### config.mk
export PLATFORM = sky130hd
export DESIGN_NAME = pattern_detect_mc
export DESIGN_NICKNAME = d
export VERILOG_FILES = /design/src/rtl/pattern_detect_pkg.sv /design/src/rtl/pattern_detect_ch.sv /design/src/rtl/pattern_detect_mc.sv
export SDC_FILE = /design/constraint.sdc
export NUM_CORES = 1
export LEC_CHECK = 0
export CORE_MARGIN = 10
export CORE_UTILIZATION = 35
export CTS_CLUSTER_SIZE = 14
export DETAILED_ROUTE_END_ITERATION = 16
export SLEW_MARGIN = 20
export SYNTH_ARGS = -nofsm -noshare
export SYNTH_HDL_FRONTEND = slang
export SYNTH_HIERARCHICAL = 1
export SYNTH_SLANG_ARGS = --single-unit
### constraint.sdc
create_clock -name clk -period 2.4 [get_ports clk]
set_input_delay 0.48 -clock clk [delete_from_list [all_inputs] [get_ports clk]]
set_output_delay 0.48 -clock clk [all_outputs]
set_load 0.05 [all_outputs]
### src/rtl/pattern_detect_pkg.sv
// Shared defaults and helpers for the multi-channel pattern detector.
// The reset defaults reproduce the legacy single-channel "010" detector.
package pattern_detect_pkg;

    localparam logic [2:0] PAT_DEF     = 3'b010;
    localparam int         LEN_DEF     = 3;
    localparam logic       OVERLAP_DEF = 1'b1;

    function automatic int len_w(input int pat_max);
        return $clog2(pat_max + 1);
    endfunction

    // Lengths beyond the history depth behave as the full depth.
    function automatic int clamp_len(input int len, input int pat_max);
        return (len > pat_max) ? pat_max : len;
    endfunction

endpackage

### src/rtl/pattern_detect_ch.sv
// One detector channel: history, fill counter, compare, registered hit pulse.
// Optional saturating hit counter is compiled in with HIT_CNT_EN.
module pattern_detect_ch
    import pattern_detect_pkg::*;
#(
    parameter int PAT_MAX = 8,
    parameter int CNT_W   = 16,
    parameter int LW      = len_w(PAT_MAX)
) (
    input  logic               clk,
    input  logic               rst,
    input  logic               clr,
    input  logic               vld,
    input  logic               din,
    input  logic [PAT_MAX-1:0] pattern,
    input  logic [LW-1:0]      len,
    input  logic               overlap,
`ifdef HIT_CNT_EN
    input  logic               cnt_clr,
    output logic [CNT_W-1:0]   cnt,
`endif
    output logic               hit
);

    // The oldest history bit only matters once combined with the incoming bit,
    // so PAT_MAX-1 stored bits plus din cover a full-length compare.
    logic [PAT_MAX-2:0] hist_q, hist_d;
    logic [PAT_MAX-1:0] hist_nx;
    logic [LW-1:0]      fill_q, fill_d, fill_nx;
    logic               hit_q, hit_d;
    logic               match;

    always_comb begin
        hist_nx = {hist_q, din};
        fill_nx = (fill_q == LW'(PAT_MAX)) ? fill_q : fill_q + LW'(1);
        match   = (len != '0) && (fill_nx >= len);
        for (int i = 0; i < PAT_MAX; i++) begin
            if ((i < int'(len)) && (hist_nx[i] != pattern[i])) begin
                match = 1'b0;
            end
        end

        hist_d = hist_q;
        fill_d = fill_q;
        hit_d  = 1'b0;
        if (clr) begin
            hist_d = '0;
            fill_d = '0;
        end else if (vld) begin
            hist_d = hist_nx[PAT_MAX-2:0];
            fill_d = (match && !overlap) ? '0 : fill_nx;
            hit_d  = match;
        end
    end

    always_ff @(posedge clk) begin
        if (rst) begin
            hist_q <= '0;
            fill_q <= '0;
            hit_q  <= 1'b0;
        end else begin
            hist_q <= hist_d;
            fill_q <= fill_d;
            hit_q  <= hit_d;
        end
    end

    assign hit = hit_q;

`ifdef HIT_CNT_EN
    logic [CNT_W-1:0] cnt_q, cnt_d;

    // Counts in step with the hit register; a clear beats a coincident hit.
    always_comb begin
        cnt_d = cnt_q;
        if (cnt_clr) begin
            cnt_d = '0;
        end else if (hit_d && (cnt_q != '1)) begin
            cnt_d = cnt_q + CNT_W'(1);
        end
    end

    always_ff @(posedge clk) begin
        if (rst) begin
            cnt_q <= '0;
        end else begin
            cnt_q <= cnt_d;
        end
    end

    assign cnt = cnt_q;
`endif

endmodule

### src/rtl/pattern_detect_mc.sv
// Multi-channel serial pattern detector top: shared active configuration
// plus CH independent channels. Optional hit counters via HIT_CNT_EN.
module pattern_detect_mc
    import pattern_detect_pkg::*;
#(
    parameter int CH      = 4,
    parameter int PAT_MAX = 8,
    parameter int CNT_W   = 16
) (
    input  logic                         clk,
    input  logic                         rst,
    input  logic                         cfg_load,
    input  logic [PAT_MAX-1:0]           cfg_pattern,
    input  logic [$clog2(PAT_MAX+1)-1:0] cfg_len,
    input  logic                         cfg_overlap,
    input  logic [CH-1:0]                data_vld,
    input  logic [CH-1:0]                data_in,
`ifdef HIT_CNT_EN
    input  logic                         cnt_clr,
    output logic [CH*CNT_W-1:0]          hit_cnt,
`endif
    output logic [CH-1:0]                data_out
);

    localparam int LW = len_w(PAT_MAX);

    logic [PAT_MAX-1:0] pat_q, pat_d;
    logic [LW-1:0]      len_q, len_d;
    logic               ovl_q, ovl_d;

    always_comb begin
        pat_d = pat_q;
        len_d = len_q;
        ovl_d = ovl_q;
        if (cfg_load) begin
            pat_d = cfg_pattern;
            len_d = LW'(clamp_len(int'(cfg_len), PAT_MAX));
            ovl_d = cfg_overlap;
        end
    end

    always_ff @(posedge clk) begin
        if (rst) begin
            pat_q <= PAT_MAX'(PAT_DEF);
            len_q <= LW'(LEN_DEF);
            ovl_q <= OVERLAP_DEF;
        end else begin
            pat_q <= pat_d;
            len_q <= len_d;
            ovl_q <= ovl_d;
        end
    end

    // cfg_load doubles as the channel clear, so load-cycle bits are dropped.
    for (genvar c = 0; c < CH; c++) begin : g_ch
        pattern_detect_ch #(
            .PAT_MAX (PAT_MAX),
            .CNT_W   (CNT_W),
            .LW      (LW)
        ) u_ch (
            .clk     (clk),
            .rst     (rst),
            .clr     (cfg_load),
            .vld     (data_vld[c]),
            .din     (data_in[c]),
            .pattern (pat_q),
            .len     (len_q),
            .overlap (ovl_q),
`ifdef HIT_CNT_EN
            .cnt_clr (cnt_clr),
            .cnt     (hit_cnt[c*CNT_W +: CNT_W]),
`endif
            .hit     (data_out[c])
        );
    end

endmodule

Word level (Yosys, flattened, before mapping)
Index checks and enable logic that the tools add are counted.

Bits in registers: 61. Output and inout bits: 4. Logic and storage cells: 160. Bits of input ports: 24.

$lt $le $gt $ge: 13. Bitwise gates (word level): 4. Reductions and logical operators: 47. Equal/unequal tests: 36. $add $sub $neg: 4. Muxes and demuxes: 41.

Operators by type and width (count): $logic_and 1x1->1 (40); $mux 4 (9); $mux 1 (32); $ne 1x1->1 (32); $add 4x1->4 const B (4); $eq 4x4->1 const B (4); $ge 4x4->1 (4); $lt 3x4->1 const A (4); $reduce_or 3->1 (4); $lt 1x4->1 const A (2); $lt 2x4->1 const A (2); $gt 4x4->1 const B (1); $not 1->1 (4); $reduce_bool 4->1 (1); $reduce_or 2->1 (1); $logic_not 1->1 (1).

Longest topological paths before layout
Gate-level depths: netlist of the first run.

Word-level depth: 14. Gate-level depth with buffers: 11. Gate-level depth less buffers: 11.

By module
The synthesis of the first run kept the hierarchy.

Modules (own cells, without submodules): pattern_detect_ch (seq. area each 240.2 um2, area each 777.0 um2, cells an instance 94, instances 4); pattern_detect_mc (seq. area each 260.2 um2, area each 491.7 um2, cells an instance 44, instances 1).

Worst setup path after synthesis of the first run
No wires, ideal clock.

Path type: register to register. Start point: reg g_ch[0].u_ch.fill_q[0]. End point: reg g_ch[0].u_ch.fill_q[0]. Path slack: 469 ps. Clock period less this slack: 1931 ps. Setup time: 134 ps. Data required time: 2266 ps. Buffers on the path: 0. Arrival time: 1798 ps. Cell stages (with the launch flop): 11. Path through: dfxtp_1 > inv_1 > ha_1 > nand2_1 > nor2_1 > xnor2_1 > ha_1 > o21ai_0 > a221oi_1 > o2111a_2 > a311oi_1.

Longest elaborated chain between the ends: 14. Elaborated cells on any way between the ends: 15. Those cells by class: 1 x add/sub; 1 x order compare; 1 x eq/ne; 10 x mux; 2 x reduce/logical.

Ends and longest elaborated chain: start, declared (RTL line pattern_detect_ch.sv:29) `logic [LW-1:0] fill_q, fill_d, fill_nx;`; start signal, assigned (RTL line pattern_detect_ch.sv:63) `fill_q <= fill_d;`; $add 4x1->4 or $eq 4x4->1 (tied branches) (RTL line pattern_detect_ch.sv:35) `fill_nx = (fill_q == LW'(PAT_MAX)) ? fill_q : fill_q + LW'(1);`; $mux 4 * (RTL line pattern_detect_ch.sv:35); $ge 4x4->1 (RTL line pattern_detect_ch.sv:36) `match = (len != '0) && (fill_nx >= len);`; $logic_and 1x1->1 (RTL line pattern_detect_ch.sv:36); $mux 1 (8 in series) (RTL line pattern_detect_ch.sv:38) `if ((i < int'(len)) && (hist_nx[i] != pattern[i])) begin`; $logic_and 1x1->1 (RTL line pattern_detect_ch.sv:51) `fill_d = (match && !overlap) ? '0 : fill_nx;`; $mux 4 * (RTL line pattern_detect_ch.sv:51).

Every way passes the cells marked *; elsewhere a longest branch is shown, timed or not. A chain may end at the register's enable or synchronous reset.

Worst setup path in the final report of the first run
Start point: reg g_ch[3].u_ch.fill_q[0]. End point: reg g_ch[3].u_ch.fill_q[3].

Longest elaborated chain between the ends: 14. Elaborated cells on any way between the ends: 15. Those cells by class: 1 x add/sub; 1 x order compare; 1 x eq/ne; 10 x mux; 2 x reduce/logical.

Ends and longest elaborated chain (RTL line): start, declared (pattern_detect_ch.sv:29); start signal, assigned (pattern_detect_ch.sv:63); $add 4x1->4 or $eq 4x4->1 (tied branches) (pattern_detect_ch.sv:35); $mux 4 * (pattern_detect_ch.sv:35); $ge 4x4->1 (pattern_detect_ch.sv:36); $logic_and 1x1->1 (pattern_detect_ch.sv:36); $mux 1 (8 in series) (pattern_detect_ch.sv:38); $logic_and 1x1->1 (pattern_detect_ch.sv:51); $mux 4 * (pattern_detect_ch.sv:51).

Marked as above.

==> flow_summary.yaml, run 1 <==
final_layout:
  drive_gt1_share_pct: 8.82
  layoutNonFillerInstCount: 598
  diodes: 0
  fin_nets: 509
  area_growth_pct: 18.2
setup_path:
  rr_endpoint: "g_ch[3].u_ch/fill_q[3]$_SDFFE_PP0P_"
  worstPathRequired_ns: 2.61
  cp.arrival_ns: 2.38
  reg2reg_depth: 10
  r2r_setup_slack_ns: 0.23
  critPathCaptureType: "register"
  crit_path_start_kind: "register"
  r2r-start: "g_ch[3].u_ch/fill_q[0]$_SDFFE_PP0P_"
  critPathMaxFanout: 5
  critPathKind: "register to register"
pwr:
  pwr-share-comb_pct: 15.1
  powerDensity_mw_per_mm2: 522
  pwr-share-clk_pct: 36.2
  swShare_pct: 28.3
  p_sw_uw: 628
  seq_power_share_pct: 48.8
  power.internal_mw: 1.59
  power_mw: 2.22
  cellLeakagePower_nw: 1.72
  ir_drop_v: 0.000203
detailed_routing:
  drc_errors: 0
  dr_wl_met2_um: 3650
  wl_met1_um: 4330
  drt-vias-per-instance: 4.99
  top_layer: "met4"
  wl_um: 8360
  drt-initial-drc-count: 184
  drtAntennaViolNets: 0
  via_count: 2983
  wl_per_cell_um: 14.0
  dr.pass1.iters: 4
  dr_wl_met3_um: 239
synth:
  synth_area_per_cell_um2: 8.57
  synth_xor_area_share_pct: 11.7
  synth_seq_area_share_pct: 33.9
  ys.flop_type: "dfxtp_1"
  synth_top_family_by_area: "simple AND/OR/NAND/NOR gates"
  ys_warn_count: 6
  syn_nets: 468
  netlist_instances: 420
  synthSimpleGateAreaFrac_pct: 16.5
  netlist_area_mm2: 0.00360
  synth_adder_area_share_pct: 8.34
  synthArstFlopShare_pct: 0
  synth-edff-count: 0
  synthMuxAreaShare_pct: 10.0
  synth_compound_area_share_pct: 13.3
  synth_seq_cells: 61
  yosysUniqueCellTypes: 32
floorplan:
  start_util_pct: 36.3
  die_area_mm2: 0.0147
  core-area_mm2: 0.00991
  die_h_um: 121
  rows: 36
  io_pins: 28
  die_w_um: 121
placement:
  pre_cts_ws_ns: 0.223
  placed_cells: 583
  gp_congestion: 0.834
  hpwlAfterDp_um: 6130
  port_buffers: 27
cts:
  cts_tree: "built"
  numCtsBuffers: 9
  cts-root-buf: "clkbuf_8"
  clockBufferDepth: 2
  cts.sinks: 61
  clock_latency_ns: 0.34
  htree_levels: 3
  path_clk_slew_ns: 0.07
worst_hold_path:
  whs_endpoint: "g_ch[3].u_ch/hist_q[6]$_SDFFE_PP0P_"
  holdPathStages: 2
  min_path_type: "register to register"
  min_from: "g_ch[3].u_ch/hist_q[6]$_SDFFE_PP0P_"
timing:
  fin_tns_setup_ns: 0
  setup_viol: 0
  finalCritPeriodShare_pct: 90.6
  layout_setup_ws_ns: 0.227
  rsz0062_at_grt: "false"
  fin_skew_ns: 0.00837
  maxSlewViolCount: 0
  max_slew_margin_pct: 56.1
  hold_violations: 0
  hold_ws_ns: 0.520
  worst_pin_slew_ns: 0.658
  finalCriticalPeriod_ns: 2.17
  max_clock_freq_ghz: 0.460
global_route:
  grt_pass1_wl_um: 13900
  grt_max_degree: 26
  antenna_found_initial: 0
  grt_overflow: 0
  grt_pass1_vias: 2910
  grtUsageTotal_pct: 11.5
job:
  drv_cap: 0
outcome:
  status: "complete, no violations"
## synth_stat cells, types with 5 or more instances
library cell  count  area [µm²]
ha_1             24         300
xor2_1           20         175
o21ai_0          24         120
xnor2_1          28         245
buf_2             5        25.0
nand3_1          20         100
nand2_1          16        60.1
nor3_1           12        60.1
inv_1            37         139
dfxtp_1          61        1220
clkbuf_1          8        30.0
nor2_1           52         195
a31oi_1           8        50.1
mux2i_1          36         360
a311oi_1          8        70.1
a21oi_1           9        45.0
o22ai_1           8        50.1
## cell usage in the layout (no fill, tap or decap), drive strengths merged, types with 8 or more instances in the layout
master / count
nand2: 16
nor3: 12
buf: 18
o21ai: 28
ha: 24
xnor2: 28
o22ai: 8
nor2: 52
a21oi: 9
dfxtp: 61
xor2: 20
mux2i: 36
a311oi: 8
a31oi: 8
clkdlybuf4s50: 27
clkbuf: 11
inv: 37
nand3: 20
## power by group through the flow
stage	clock [mW]	combinational [mW]	sequential (mW)
final	0.803	0.334	1.08
after CTS	0.826	0.336	1.08
after global routing	0.864	0.379	1.09
after floorplan	0	0.214	1.10
after detailed placement	0	0.334	1.11
after global placement	0	0.330	1.11
## flip-flops by register name, summed over array words and instances (netlist names)
signal	count
g_ch.u_ch/hist_q	28
g_ch.u_ch/hit	4
g_ch.u_ch/fill_q	16
pat_q	8
len_q	4
ovl_q	1
## critical path, cell delays in order (launching register included)
cell and delay [ns]:
dfxtp_1 0.38, inv_1 0.11, ha_1 0.21, nand2_1 0.11, nand3_1 0.08, o21ai_0 0.17, ha_1 0.25, nor3_1 0.06
a221oi_1 0.29, o2111a_2 0.30, a311oi_1 0.10
## per-layer routing
layer / vias to the layer above / global-route usage [%]
met5: - / 0
met4: 0 / 5.81
met3: 10 / 1.72
met2: 54 / 17.8
met1: 1364 / 15.1
li1: 1555 / -
## kinds of logic (layout without fill, tap and decap cells)
logic type      after synthesis  after routing
compound gates               73             73
xor+xnor                     48             48
fa+ha+maj                    24             24
buf+inv                      52             97
flops                        61             61
mux                          36             36
simple gates                126            126
## cell type report
cell class | count | area (µm²)
Clock buffer | 11 | 141
Fill cell | 1002 | 5660
Clock inverter | 4 | 25.0
Multi-Input combinational cell | 307 | 2160
Tap cell | 133 | 166
Inverter | 37 | 139
Sequential cell | 61 | 1220
Timing Repair Buffer | 45 | 405
## repair_timing
action / in CTS / in global routing
resized for setup: 0 / 2
setup buffers: 0 / 0
hold buffers: 0 / 0
setup endpoints to repair: 0 / 3
## how the worst max path moves through the flow
stage	start	endpoint	slack (ns)	cells after the start
after floorplan	g_ch[0].u_ch/fill_q[0]$_SDFFE_PP0P_	g_ch[0].u_ch/fill_q[0]$_SDFFE_PP0P_	0.47	10
after global placement	g_ch[3].u_ch/fill_q[0]$_SDFFE_PP0P_	g_ch[3].u_ch/fill_q[0]$_SDFFE_PP0P_	0.25	10
after detailed placement	g_ch[3].u_ch/fill_q[0]$_SDFFE_PP0P_	g_ch[3].u_ch/fill_q[3]$_SDFFE_PP0P_	0.22	10
after CTS	g_ch[3].u_ch/fill_q[0]$_SDFFE_PP0P_	g_ch[3].u_ch/fill_q[3]$_SDFFE_PP0P_	0.21	10
after global routing	g_ch[2].u_ch/fill_q[0]$_SDFFE_PP0P_	g_ch[2].u_ch/fill_q[3]$_SDFFE_PP0P_	0.006	10
final	g_ch[3].u_ch/fill_q[0]$_SDFFE_PP0P_	g_ch[3].u_ch/fill_q[3]$_SDFFE_PP0P_	0.23	10
## stage by stage
stage | cell area [µm²] | util [%]
global route | 4250 | 42.9
global placement | 4090 | 41.2
CTS | 4250 | 42.9
detailed placement | 4090 | 41.2
floorplan | 3600 | -
finish | 4250 | 42.9
(Power assumes the default switching activity.)
==> run 2: changes to the inputs <==
--- a/config.mk
+++ b/config.mk
@@ -9,6 +9,7 @@
 export CORE_UTILIZATION = 35
 export CTS_CLUSTER_SIZE = 14
 export DETAILED_ROUTE_END_ITERATION = 16
+export SKIP_CTS_REPAIR_TIMING = 1
 export SLEW_MARGIN = 20
 export SYNTH_ARGS = -nofsm -noshare
 export SYNTH_HDL_FRONTEND = slang
==> results of run 2 <==
The final DEF is identical to that of run 1; final timing and power are the same.
